[src/rtl/end_pulse_gen_if.sv]
// Handshake bundle between main control / timing and the end-pulse generator.
// Main control holds the master side; end_pulse_gen takes the slave side.
interface end_pulse_gen_if #(
  parameter int CNT_W = 6
) ();
  logic             g13;
  logic [2:0]       order_class;
  logic [CNT_W-1:0] shift_n;
  logic             mul_done;
  logic             d0;
  logic             d18;
  logic             eng_single;
  logic             single_key;
  logic             ep;
  logic             single_ep;
  logic             stop_one;
  logic             busy;

  modport master (
    output g13, order_class, shift_n, mul_done, d0, d18, eng_single, single_key,
    input  ep, single_ep, stop_one, busy
  );

  modport slave (
    input  g13, order_class, shift_n, mul_done, d0, d18, eng_single, single_key,
    output ep, single_ep, stop_one, busy
  );
endinterface

[src/rtl/end_pulse_gen.sv]
// End Pulse generator: times a Stage 2 order in minor cycles and closes the
// handshake with ep, or with single_ep from the operator key in single-shot mode.
module end_pulse_gen #(
  parameter int ARITH_CYCLES = 2,
  parameter int CNT_W        = 6,
  parameter int SYNC_STAGES  = 2
) (
  input logic           clk,
  input logic           rst_n,
  end_pulse_gen_if.slave epg
);

  localparam logic [2:0] IDLE     = 3'd0;
  localparam logic [2:0] COUNT    = 3'd1;
  localparam logic [2:0] WAIT_MUL = 3'd2;
  localparam logic [2:0] ISSUE    = 3'd3;
  localparam logic [2:0] HALT     = 3'd4;
  localparam logic [2:0] HOLD     = 3'd5;
  localparam logic [2:0] DONE     = 3'd6;

  localparam int CNT_MAX   = (1 << CNT_W) - 1;
  localparam int ARITH_SAT = (ARITH_CYCLES > CNT_MAX) ? CNT_MAX :
                             ((ARITH_CYCLES < 1) ? 1 : ARITH_CYCLES);
  localparam logic [CNT_W-1:0] ARITH_LOAD = ARITH_SAT[CNT_W-1:0];
  localparam logic [CNT_W-1:0] CNT_ONE    = {{(CNT_W-1){1'b0}}, 1'b1};
  localparam logic [CNT_W-1:0] CNT_ZERO   = '0;

  logic [2:0]             state_q, state_d;
  logic [CNT_W-1:0]       cnt_q, cnt_d;
  logic                   ep_q, ep_d;
  logic                   single_ep_q, single_ep_d;
  logic                   stop_one_q, stop_one_d;
  logic                   g13_q;
  logic [SYNC_STAGES-1:0] key_sync_q;
  logic                   key_prev_q;

  logic                   start;
  logic                   key_edge;
  logic [CNT_W-1:0]       load_val;

  assign start    = epg.g13 & ~g13_q;
  assign key_edge = key_sync_q[SYNC_STAGES-1] & ~key_prev_q;

  // Class 3 and 4 do not use the counter, so they simply load zero.
  always_comb begin
    load_val = CNT_ONE;
    case (epg.order_class)
      3'd1:    load_val = ARITH_LOAD;
      3'd2:    load_val = (epg.shift_n == CNT_ZERO) ? CNT_ONE : epg.shift_n;
      3'd3,
      3'd4:    load_val = CNT_ZERO;
      default: load_val = CNT_ONE;
    endcase
  end

  always_comb begin
    state_d     = state_q;
    cnt_d       = cnt_q;
    ep_d        = 1'b0;
    single_ep_d = 1'b0;
    stop_one_d  = 1'b0;
    case (state_q)
      IDLE: begin
        if (start) begin
          cnt_d = load_val;
          case (epg.order_class)
            3'd3:    state_d = WAIT_MUL;
            3'd4: begin
              state_d    = HALT;
              stop_one_d = 1'b1;
            end
            default: state_d = COUNT;
          endcase
        end else if (key_edge && epg.eng_single) begin
          single_ep_d = 1'b1;
        end
      end
      COUNT: begin
        if (!epg.g13) begin
          state_d = IDLE;
        end else if (cnt_q == CNT_ZERO) begin
          state_d = ISSUE;
        end else if (epg.d0) begin
          // Leaving for ISSUE here means a d18 in this same clk is never seen as qualifying.
          cnt_d = cnt_q - CNT_ONE;
          if (cnt_q == CNT_ONE) state_d = ISSUE;
        end
      end
      WAIT_MUL: begin
        if (!epg.g13)         state_d = IDLE;
        else if (epg.mul_done) state_d = ISSUE;
      end
      ISSUE: begin
        if (!epg.g13) begin
          state_d = IDLE;
        end else if (epg.d18) begin
          if (epg.eng_single) begin
            state_d = HOLD;
          end else begin
            ep_d    = 1'b1;
            state_d = DONE;
          end
        end
      end
      HALT, HOLD: begin
        if (!epg.g13) begin
          state_d = IDLE;
        end else if (key_edge) begin
          single_ep_d = 1'b1;
          state_d     = DONE;
        end
      end
      DONE: begin
        if (!epg.g13) state_d = IDLE;
      end
      default: state_d = IDLE;
    endcase
  end

  always_ff @(posedge clk or negedge rst_n) begin
    if (!rst_n) begin
      state_q     <= IDLE;
      cnt_q       <= '0;
      ep_q        <= 1'b0;
      single_ep_q <= 1'b0;
      stop_one_q  <= 1'b0;
      g13_q       <= 1'b0;
      key_sync_q  <= '0;
      key_prev_q  <= 1'b0;
    end else begin
      state_q     <= state_d;
      cnt_q       <= cnt_d;
      ep_q        <= ep_d;
      single_ep_q <= single_ep_d;
      stop_one_q  <= stop_one_d;
      g13_q       <= epg.g13;
      key_sync_q  <= {key_sync_q[SYNC_STAGES-2:0], epg.single_key};
      key_prev_q  <= key_sync_q[SYNC_STAGES-1];
    end
  end

  assign epg.ep        = ep_q;
  assign epg.single_ep = single_ep_q;
  assign epg.stop_one  = stop_one_q;
  assign epg.busy      = (state_q != IDLE);

endmodule
[src/flat_wrapper.sv]
// flat-port wrapper written by rule: the top's interface ports become plain ports
module end_pulse_gen_flat 
#(
  parameter int ARITH_CYCLES = 2,
  parameter int CNT_W        = 6,
  parameter int SYNC_STAGES  = 2
)
  (clk, rst_n, epg_g13, epg_order_class, epg_shift_n, epg_mul_done, epg_d0, epg_d18, epg_eng_single, epg_single_key, epg_ep, epg_single_ep, epg_stop_one, epg_busy);
  end_pulse_gen_if #(.CNT_W(CNT_W)) epg_i ();
  input logic clk;
  input logic rst_n;
  input wire logic [$bits(epg_i.g13)-1:0] epg_g13;
  input wire logic [$bits(epg_i.order_class)-1:0] epg_order_class;
  input wire logic [$bits(epg_i.shift_n)-1:0] epg_shift_n;
  input wire logic [$bits(epg_i.mul_done)-1:0] epg_mul_done;
  input wire logic [$bits(epg_i.d0)-1:0] epg_d0;
  input wire logic [$bits(epg_i.d18)-1:0] epg_d18;
  input wire logic [$bits(epg_i.eng_single)-1:0] epg_eng_single;
  input wire logic [$bits(epg_i.single_key)-1:0] epg_single_key;
  output wire logic [$bits(epg_i.ep)-1:0] epg_ep;
  output wire logic [$bits(epg_i.single_ep)-1:0] epg_single_ep;
  output wire logic [$bits(epg_i.stop_one)-1:0] epg_stop_one;
  output wire logic [$bits(epg_i.busy)-1:0] epg_busy;
  assign epg_i.g13 = epg_g13;
  assign epg_i.order_class = epg_order_class;
  assign epg_i.shift_n = epg_shift_n;
  assign epg_i.mul_done = epg_mul_done;
  assign epg_i.d0 = epg_d0;
  assign epg_i.d18 = epg_d18;
  assign epg_i.eng_single = epg_eng_single;
  assign epg_i.single_key = epg_single_key;
  assign epg_ep = epg_i.ep;
  assign epg_single_ep = epg_i.single_ep;
  assign epg_stop_one = epg_i.stop_one;
  assign epg_busy = epg_i.busy;
  end_pulse_gen #(.ARITH_CYCLES(ARITH_CYCLES), .CNT_W(CNT_W), .SYNC_STAGES(SYNC_STAGES)) u_core (.clk(clk), .rst_n(rst_n), .epg(epg_i));
endmodule
[config.mk]
export PLATFORM = sky130hd
export DESIGN_NAME = end_pulse_gen_flat
export DESIGN_NICKNAME = d
export VERILOG_FILES = /design/src/rtl/end_pulse_gen_if.sv /design/src/rtl/end_pulse_gen.sv /design/src/flat_wrapper.sv
export SDC_FILE = /design/constraint.sdc
export NUM_CORES = 1
export LEC_CHECK = 0
export BUFFER_PORTS_ARGS = -buffer_cell sky130_fd_sc_hd__buf_2
export CORE_MARGIN = 2
export CORE_UTILIZATION = 30
export CTS_BUF_LIST = sky130_fd_sc_hd__clkbuf_8
export CTS_CLUSTER_SIZE = 24
export DETAILED_ROUTE_END_ITERATION = 12
export HOLD_SLACK_MARGIN = 0.02
export SETUP_SLACK_MARGIN = 0.1
export SLEW_MARGIN = 10
export SYNTH_ARGS = -nofsm -noshare
export SYNTH_HDL_FRONTEND = slang
export SYNTH_SLANG_ARGS = --single-unit
[constraint.sdc]
create_clock -name clk -period 2.51 [get_ports clk]
set_clock_uncertainty 0.05 [all_clocks]
set_input_delay 0.251 -clock clk [delete_from_list [all_inputs] [get_ports clk]]
set_output_delay 0.251 -clock clk [all_outputs]
set_load 0.005 [all_outputs]
==> flow_summary.ini <==
[critical_path]
r2r_cells = 5
crit_arrival_ns = 2.31
crit_fanout = 12
startpoint_type = register
crit_required_ns = 2.61
setup.worst_path.class = reg2reg
end_kind = register

[floorplanning]
num_rows = 20
start_util_pct = 31.5
die_y_um = 60.6
io_pins = 21
die-area_um2 = 3680
die_w_um = 60.6
design.core.area_um2 = 3050

[routing]
drtIter0Drc = 31
dr.pass1.iters = 4
wirelength_um = 2310
avgRoutedWirePerCell_um = 13.5
routed_via_density = 5.11
vias = 874
ant_nets = 0
drc_errors = 0

[grt]
grt_usage_pct = 13.9
antenna_found_initial = 0
grt_pass1_vias = 822
grt_max_degree = 17
overflow = 0
grt_pass1_wl_um = 3730

[job]
maxCapViolations = 0

[hold_path]
min_path_cells = 1
hp-class = in2reg

[synthesis]
synthesis.nets = 125
async_reset_ff_share_pct = 100
synth_area_per_cell_um2 = 9.08
synth_seq_cells = 16
ys_top_cells_by_area = dfrtp_1 42%, a21oi_1 4.7%, nand2_1 3.5%
synth_ff_type = dfrtp_1
yosys_warnings = 0
synth_top_cell_by_area = dfrtp_1
ys_seq_area_share_pct = 41.6
ys_types = 36
synthesis.area_um2 = 962
synth-edff-count = 0
synthDominantCellAreaShare_pct = 41.6
syn_inst = 106

[placed_design]
place_area_um2 = 1090
gp_congestion = 0.874
portBuffers = 20
dp_hpwl_um = 1690
pre_cts_ws_ns = 0.326

[cts]
clock_sinks = 16
clk_latency_ns = 0.25
cts_hold_buf = 1
cts_resized = 0
post_cts_buffers = 0
cts_htree_levels = 1
clk_pin_slew_ns = 0.07
cts_tree = done
cts-root-buf = clkbuf_8
cts_buffer_depth = 2
cts_made_buffers = 3

[pwr]
p_per_area_nw_per_um2 = 996
finalPower_mw = 1.15
ir_worst_vdd_mv = 0.356
p_leak_nw = 0.499

[sta]
period_minus_slack_ns = 2.21
hold_viol = 0
max_freq_mhz = 452
rsz0062_at_grt = false
layout_setup_ws_ns = 0.299
fin_crit_sh_pct = 88.1
worst_pin_slew_ns = 0.717
slew_headroom_pct = 51.5
final_max_slew_viol_count = 0
setup_tns_ns = 0
finalSetupViolCount = 0

[outcome]
outcome = completed

[final_layout]
fin_nets = 147
layout_commonest_cell = buf_2
final_layout_size_suffix_gt1_share_pct = 23.6
synthToLayoutAreaGrowth_pct = 19.8
fillers = 337
design_area_um2 = 1150
mostFrequentLayoutCells = 20 x buf_2, 16 x dfrtp_1, 9 x nand2_1, 9 x a21oi_1, 8 x nor2_1
finalCoreUtilization_pct = 37.7
antenna_cells = 0
## state kept, by name, indices dropped and copies added, names as in the netlist
| name | flops |
|---|---|
| u_core.cnt_q | 6 |
| u_core.state_q | 3 |
| u_core.key_sync_q | 2 |
| u_core.epg.ep | 1 |
| u_core.epg.single_ep | 1 |
| u_core.epg.stop_one | 1 |
| u_core.g13_q | 1 |
| u_core.key_prev_q | 1 |
## kinds of logic (layout without fill, tap and decap cells)
kind of cell / after synthesis / count (layout) / synth area share (%)
AOI/OAI and AO/OA: 32 / 32 / 22.5
adders and majority gates: 2 / 2 / 2.60
buffers and inverters: 11 / 32 / 6.24
DFF: 16 / 16 / 41.6
muxes: 3 / 3 / 3.38
and+or+nand+nor: 42 / 42 / 23.7
## synth_stat cells, drive strengths merged (2+ instances only)
cell	n
nand2	10
dfrtp	16
nand2b	3
inv	6
nand3	3
ha	2
or4	2
o211ai	3
nor2	8
o21ai	6
nor2b	2
a22o	3
nor3b	2
or3	4
nor3	4
mux2	2
a21oi	9
o31ai	2
a32oi	2
buf	4
## layer usage
layer	vias to the layer above	wire (µm)	GRT usage, %
met1	411	1060	18.0
li1	432	-	-
met5	-	0	0
met4	0	45	9.01
met2	26	1050	20.1
met3	5	152	4.26
## layout make-up
cell class              count  area [µm²]  share of cell area (%)
clock buffers               4        55.1                    4.78
inverters                   6        22.5                    1.95
flip-flops and latches     16         400                    34.7
multi-input cells          79         502                    43.5
well taps                  44        55.1                    4.78
repair buffers             22         118                    10.2
## worst max-delay path, cell delays in order, from the launching register on
cell	delay (ns)
dfrtp_1	0.49
or3_1	0.50
or2_0	0.27
a21boi_2	0.44
o21ai_0	0.16
a22o_1	0.20
## metrics by stage
stage / instances / hold WS (ns)
final: 171 / 0.0540
after global routing: 171 / 0.0489
after CTS: 171 / 0.0515
after detailed placement: 166 / 0.145
after global placement: 166 / 0.142
after floorplan: 106 / -0.0946
## report_power, final
part,switching [mW],internal (mW),leakage [nW]
registers,0.113,0.332,0.202
logic,0.253,0.212,0.268
clock network,0.0974,0.139,0.0288
total,0.464,0.683,0.499
## worst paths after layout
kind                                           start              endpoint  slack, ns
worst min register to register  u_core.key_sync_q[0]  u_core.key_sync_q[1]       0.30
worst max register to register     u_core.state_q[1]       u_core.cnt_q[2]       0.30
min in group asynchronous                      rst_n     u_core.state_q[0]       0.39
max in group asynchronous                      rst_n  u_core.key_sync_q[0]       1.74
worst max-delay path               u_core.state_q[1]       u_core.cnt_q[2]       0.30
worst min-delay path                  epg_single_key  u_core.key_sync_q[0]       0.05
(Power assumes the default switching activity.)
